[src/rtl/mem_arb_pkg.sv]
// Shared types and constants for the memory port arbiter.
//   arb_state_t : arbiter FSM states (IDLE -> WAIT -> RESP -> IDLE)
//   owner_t     : which requester currently owns the memory port
//   MEM_LAT_MAX : largest memory latency the 4-bit latency counter can cover
package mem_arb_pkg;

  typedef enum logic [1:0] {
    IDLE = 2'd0,
    WAIT = 2'd1,
    RESP = 2'd2
  } arb_state_t;

  typedef enum logic {
    OWN_IF = 1'b0,
    OWN_DM = 1'b1
  } owner_t;

  localparam int MEM_LAT_MAX = 15;

endpackage

[src/rtl/mem_port_arbiter.sv]
// Shares one single-port synchronous memory between instruction fetch (IF)
// and data memory (DM) requesters. Requests are serialised, each access
// ends with a one-cycle done pulse, read data is held in registers, and a
// pipeline-wide stall is raised until every outstanding request of the
// current pipeline step has been served.
//
// Ports:
//   clk, rst                      clock, asynchronous active-high reset
//   if_req/if_addr                fetch request (level) and address
//   if_rdata/if_done              registered instruction, completion pulse
//   dm_req/dm_we/dm_addr/dm_wdata load/store request (dm_we!=0 -> store)
//   dm_rdata/dm_done              registered load data, completion pulse
//   stall                         freeze pipeline registers
//   mem_cs/mem_we/mem_addr/mem_wdata  memory issue strobe and command
//   mem_rdata                     memory read data, valid MEM_LAT cycles after issue
module mem_port_arbiter
  import mem_arb_pkg::*;
#(
  parameter int ADDR_W  = 32,
  parameter int DATA_W  = 32,
  parameter int MEM_LAT = 1
) (
  input  logic                clk,
  input  logic                rst,
  input  logic                if_req,
  input  logic [ADDR_W-1:0]   if_addr,
  output logic [DATA_W-1:0]   if_rdata,
  output logic                if_done,
  input  logic                dm_req,
  input  logic [DATA_W/8-1:0] dm_we,
  input  logic [ADDR_W-1:0]   dm_addr,
  input  logic [DATA_W-1:0]   dm_wdata,
  output logic [DATA_W-1:0]   dm_rdata,
  output logic                dm_done,
  output logic                stall,
  output logic                mem_cs,
  output logic [DATA_W/8-1:0] mem_we,
  output logic [ADDR_W-1:0]   mem_addr,
  output logic [DATA_W-1:0]   mem_wdata,
  input  logic [DATA_W-1:0]   mem_rdata
);

  localparam int BE_W = DATA_W / 8;
  // Legal latencies are 1..MEM_LAT_MAX; clamp so the counter load always fits.
  localparam int LAT_EFF = (MEM_LAT > MEM_LAT_MAX) ? MEM_LAT_MAX :
                           ((MEM_LAT < 1) ? 1 : MEM_LAT);
  localparam logic [3:0] LAT_INIT = 4'(LAT_EFF - 1);

  arb_state_t        state_reg, state_next;
  owner_t            owner_reg, owner_next;
  owner_t            last_grant_reg, last_grant_next;
  logic [3:0]        cnt_reg, cnt_next;
  logic              is_store_reg, is_store_next;
  logic              served_if_reg, served_if_next;
  logic              served_dm_reg, served_dm_next;
  logic [DATA_W-1:0] if_rdata_reg, dm_rdata_reg;

  logic              pend_if, pend_dm, grant_dm;
  logic              capture_if, capture_dm;
  logic              issue;
  logic [BE_W-1:0]   issue_we;
  logic [ADDR_W-1:0] issue_addr;
  logic [DATA_W-1:0] issue_wdata;

  assign pend_if  = if_req & ~served_if_reg;
  assign pend_dm  = dm_req & ~served_dm_reg;
  // DM wins when it is the only one pending, or on a tie if IF was granted last.
  assign grant_dm = pend_dm & (~pend_if | (last_grant_reg == OWN_IF));

  assign if_done = (state_reg == RESP) && (owner_reg == OWN_IF);
  assign dm_done = (state_reg == RESP) && (owner_reg == OWN_DM);

  // A requester whose done is pulsing this cycle no longer holds the pipeline.
  assign stall = ((state_reg != IDLE) & ~(if_done | dm_done)) |
                 (pend_if & ~if_done) |
                 (pend_dm & ~dm_done);

  // FSM next-state and memory command
  always_comb begin
    state_next      = state_reg;
    owner_next      = owner_reg;
    last_grant_next = last_grant_reg;
    cnt_next        = cnt_reg;
    is_store_next   = is_store_reg;
    capture_if      = 1'b0;
    capture_dm      = 1'b0;
    issue           = 1'b0;
    issue_we        = '0;
    issue_addr      = '0;
    issue_wdata     = '0;

    unique case (state_reg)
      IDLE: begin
        if (pend_if | pend_dm) begin
          issue           = 1'b1;
          owner_next      = grant_dm ? OWN_DM : OWN_IF;
          last_grant_next = grant_dm ? OWN_DM : OWN_IF;
          cnt_next        = LAT_INIT;
          is_store_next   = grant_dm & (|dm_we);
          state_next      = WAIT;
          if (grant_dm) begin
            issue_we    = dm_we;
            issue_addr  = dm_addr;
            issue_wdata = dm_wdata;
          end else begin
            issue_addr  = if_addr;
          end
        end
      end
      WAIT: begin
        if (cnt_reg == 4'd0) begin
          capture_if = (owner_reg == OWN_IF);
          capture_dm = (owner_reg == OWN_DM) & ~is_store_reg;
          state_next = RESP;
        end else begin
          cnt_next = cnt_reg - 4'd1;
        end
      end
      RESP: begin
        state_next = IDLE;
      end
      default: begin
        state_next = IDLE;
      end
    endcase
  end

  // The grant is combinational from IDLE, so the strobe and write enables are
  // explicitly held low while reset is asserted.
  assign mem_cs    = issue & ~rst;
  assign mem_we    = issue_we & {BE_W{~rst}};
  assign mem_addr  = issue_addr;
  assign mem_wdata = issue_wdata;

  // A pipeline advance (stall low) clears both flags and overrides a set.
  assign served_if_next = stall & (served_if_reg | if_done);
  assign served_dm_next = stall & (served_dm_reg | dm_done);

  always_ff @(posedge clk or posedge rst) begin
    if (rst) begin
      state_reg      <= IDLE;
      owner_reg      <= OWN_IF;
      last_grant_reg <= OWN_IF;
      cnt_reg        <= 4'd0;
      is_store_reg   <= 1'b0;
      served_if_reg  <= 1'b0;
      served_dm_reg  <= 1'b0;
      if_rdata_reg   <= '0;
      dm_rdata_reg   <= '0;
    end else begin
      state_reg      <= state_next;
      owner_reg      <= owner_next;
      last_grant_reg <= last_grant_next;
      cnt_reg        <= cnt_next;
      is_store_reg   <= is_store_next;
      served_if_reg  <= served_if_next;
      served_dm_reg  <= served_dm_next;
      if (capture_if) if_rdata_reg <= mem_rdata;
      if (capture_dm) dm_rdata_reg <= mem_rdata;
    end
  end

  assign if_rdata = if_rdata_reg;
  assign dm_rdata = dm_rdata_reg;

endmodule

[config.mk]
export PLATFORM = sky130hd
export DESIGN_NAME = mem_port_arbiter
export DESIGN_NICKNAME = d
export VERILOG_FILES = /design/src/rtl/mem_arb_pkg.sv /design/src/rtl/mem_port_arbiter.sv
export SDC_FILE = /design/constraint.sdc
export NUM_CORES = 1
export LEC_CHECK = 0
export CAP_MARGIN = 10
export CORE_ASPECT_RATIO = 1.75
export CORE_MARGIN = 2
export CORE_UTILIZATION = 35
export CTS_BUF_LIST = sky130_fd_sc_hd__clkbuf_8 sky130_fd_sc_hd__clkbuf_16
export DETAILED_ROUTE_END_ITERATION = 10
export GPL_TIMING_DRIVEN = 0
export PLACE_DENSITY = 0.77
export SLEW_MARGIN = 20
export SYNTH_ARGS = -nofsm -noshare
export SYNTH_HDL_FRONTEND = slang
export SYNTH_SLANG_ARGS = --single-unit
[constraint.sdc]
create_clock -name clk -period 3.18 [get_ports clk]
set_input_delay 0.477 -clock clk [delete_from_list [all_inputs] [get_ports clk]]
set_output_delay 0.477 -clock clk [all_outputs]
set_load 0.05 [all_outputs]
==> summary.txt <==
Clocking
  – Clk_lat worst skew: 0.33 ns
  – CTS tree: built
  – H-tree Lvls: 3
  – Num CTS Buffers: 9
  – CTS clk-pin slew, worst paths: 0.06 ns
  – Clock sink total: 74
  – # Post-CTS Setup Buffers: 0
  – Root buf cell: clkbuf_16
  – Clk buf depth: 2

Die
  – Die area: 0.0117 mm²
  – Core area: 0.0106 mm²
  – Initial Utilization: 0.355
  – Row count: 50
  – Die Ht: 141 µm
  – Io pins: 272
  – Die width: 82.5 µm

Synthesis
  – Seq cells post-synth: 74
  – Synth area leaders: dfrtp_1, mux2_4, mux2_2
  – Seq/Total Area, Yosys: 0.491
  – Synth top cells by count: dfrtp_1, nand2_1, a21oi_1, and3_1, mux2_2
  – Post-synth EDFFs: 0
  – Ys flop type: dfrtp_1
  – Syn. warnings: 0
  – Mapped Area: 0.00377 mm²
  – Syn_area_per_cell: 10.9 µm²
  – Most common cell in the netlist: dfrtp_1
  – Mapped Nets: 485
  – Yosys top cell by area: dfrtp_1
  – Async S/R FF share, synth: 1.00
  – Syn Inst Count: 347
  – Yosys top cell area share: 0.491
  – Yosys cell types: 30

Layout
  – Final instance area: 0.00700 mm²
  – Final Util: 0.658
  – Fillers: 883
  – Fin nets: 769
  – Proportion of layout cells with a drive suffix above 1: 0.208
  – Layout overhead on the synthesized area: 85.4%

Timing
  – Clock Skews: 0.00573 ns
  – Slew margin rel.: 0.603
  – Endpoints failing hold: 0
  – Fin crit share: 0.967
  – Final WS setup: 0.106 ns
  – Worst slew pin tran: 0.595 ns
  – Setup TNS: 0 ns
  – Max Freq: 325 MHz
  – Setup Viol. Count Final: 0
  – Slew Limit Fails: 0
  – Minimum clock period: 3.07 ns

Routing
  – Final antenna-violating net count: 0
  – DRC errors left: 0
  – Post-DR vias/cell: 4.87
  – Routed WL: 12900 µm
  – Via count: 3736
  – Drt initial violations: 121
  – Pre-antenna DRT Iters: 4
  – Wire per inst: 16.8 µm

Setup path
  – Worst setup SP type: primary input
  – Crit-path most repeated cell: clkdlybuf4s50_1
  – Worst Path Buf+Inv: 3
  – CP endpoint kind: output pin
  – Crit-path max cell delay: 0.82 ns
  – Req. time, crit path: 2.70 ns
  – Critical-path top delay cell: clkdlybuf4s50_1
  – CP Max Fanout: 10
  – Critical path class: primary input to output pin
  – Critical Path, Cell by Cell: clkdlybuf4s50_1 -> nor2b_2 -> a21oi_1 -> clkbuf_1 -> and3_1 -> clkdlybuf4s50_1
  – Top delay family on crit path: buffers and inverters
  – Crit path DAT: 2.60 ns

Place
  – Placed cell area: 0.00669 mm²
  – PortBufs: 271
  – Post-Place Setup Slack: -0.424 ns
  – Gpl congestion: 0.883
  – Detailed placement HPWL: 10400 µm

Power and ir drop
  – Maximum VDD drop: 0.772 mV
  – Leakage: 3.29 nW
  – Cell Pwr Density: 1160 mW/mm²
  – Tot Pwr: 8.14 mW

Global route
  – First-pass GRT wire length: 19600 µm
  – Largest net degree at the start of global routing: 38
  – Total Routing Usage GR: 0.220
  – Initial antenna violation count: 1
  – Total grt overflow: 0
  – Vias in the first global route: 4013

Run status
  – Status: finished, final reports clean

Min path
  – Class of the tightest hold or removal check: primary input to asynchronous set/reset pin

Flow run
  – Max cap viols: 0
kinds of logic after synthesis:
| family | count (synthesis) | share of synthesized area |
|---|---|---|
| AOI/OAI and AO/OA | 45 | 0.0623 |
| adders and majority gates | 2 | 0.00663 |
| buffers and inverters | 31 | 0.0441 |
| DFF | 74 | 0.491 |
| muxes | 66 | 0.226 |
| and+or+nand+nor | 129 | 0.170 |
where the power goes:
| part | total [mW] | switching [mW] | internal (mW) |
|---|---|---|---|
| clock network | 0.936 | 0.386 | 0.550 |
| logic | 5.51 | 3.51 | 1.99 |
| registers | 1.69 | 0.266 | 1.43 |
| total | 8.14 | 4.17 | 3.97 |
worst register-to-register path: stages (launching register included):
cell and delay (ns):
dfrtp_1 0.41, inv_1 0.10, ha_1 0.16, or3b_4 0.42, nor3_4 0.30, buf_6 0.21, mux2_2 0.36
routing by layer:
metal	vias up	part of all wire	GRT usage
met3	21	0.076	0.0509
met1	1757	0.36	0.235
met2	198	0.53	0.404
met5	-	0	0
li1	1760	-	-
met4	0	0.027	0.0828
metrics by stage:
stage	hold WS (ns)	cells
finish	0.487	767
global route	0.513	767
CTS	0.489	766
detailed placement	0.478	750
global placement	0.465	748
floorplan	0.449	347
cells in the final DEF, fill, tap and decap left out, types with 2 or more instances in the layout:
cell             count
clkdlybuf4s50_1    210
dfrtp_1             74
nand2_1             73
a21oi_1             36
and3_1              36
mux2_2              33
mux2_4              30
clkdlybuf4s15_2     30
dlygate4sd2_1       27
clkbuf_1            10
clkbuf_16            9
buf_6                6
inv_1                6
nor2_1               5
o21ai_0              5
buf_2                4
clkbuf_2             4
dlymetal6s2s_1       4
clkinvlp_4           3
mux2_1               2
nand3_1              2
nand2b_1             2
nor4_1               2
ha_1                 2
inv_6                2
buf_12               2
layout make-up:
cell class                 instances  area, µm²  share of cell area
multi-input combinational        242       1760               0.252
buffer                            25        149              0.0213
clock buffer                      10        239              0.0341
tap                              130        163              0.0232
sequential                        74       1850               0.265
antenna                            1       2.50            0.000357
timing repair buffer             273       2770               0.395
clock inverter                     6       41.3             0.00590
inverter                           6       26.3             0.00375
repair_timing:
item,in CTS,in global routing
hold buffers,0,0
gates resized for setup,119,12
hold endpoints to repair,0,0
endpoints found under the setup margin,62,16
worst paths after layout:
kind | from | endpoint | slack, ns | depth (start not counted)
hold reg to reg | cnt_reg[3] | cnt_reg[3] | 0.49 | 1
min in group clk | cnt_reg[3] | cnt_reg[3] | 0.49 | 1
setup / recovery | if_req | mem_wdata[26] | 0.11 | 6
max in group asynchronous | rst | dm_rdata[16] | 2.20 | 3
setup reg to reg | cnt_reg[0] | if_rdata[18] | 1.11 | 6
hold / removal | rst | state_reg[0] | 0.49 | 2
Power figures use the tool's default switching activity.
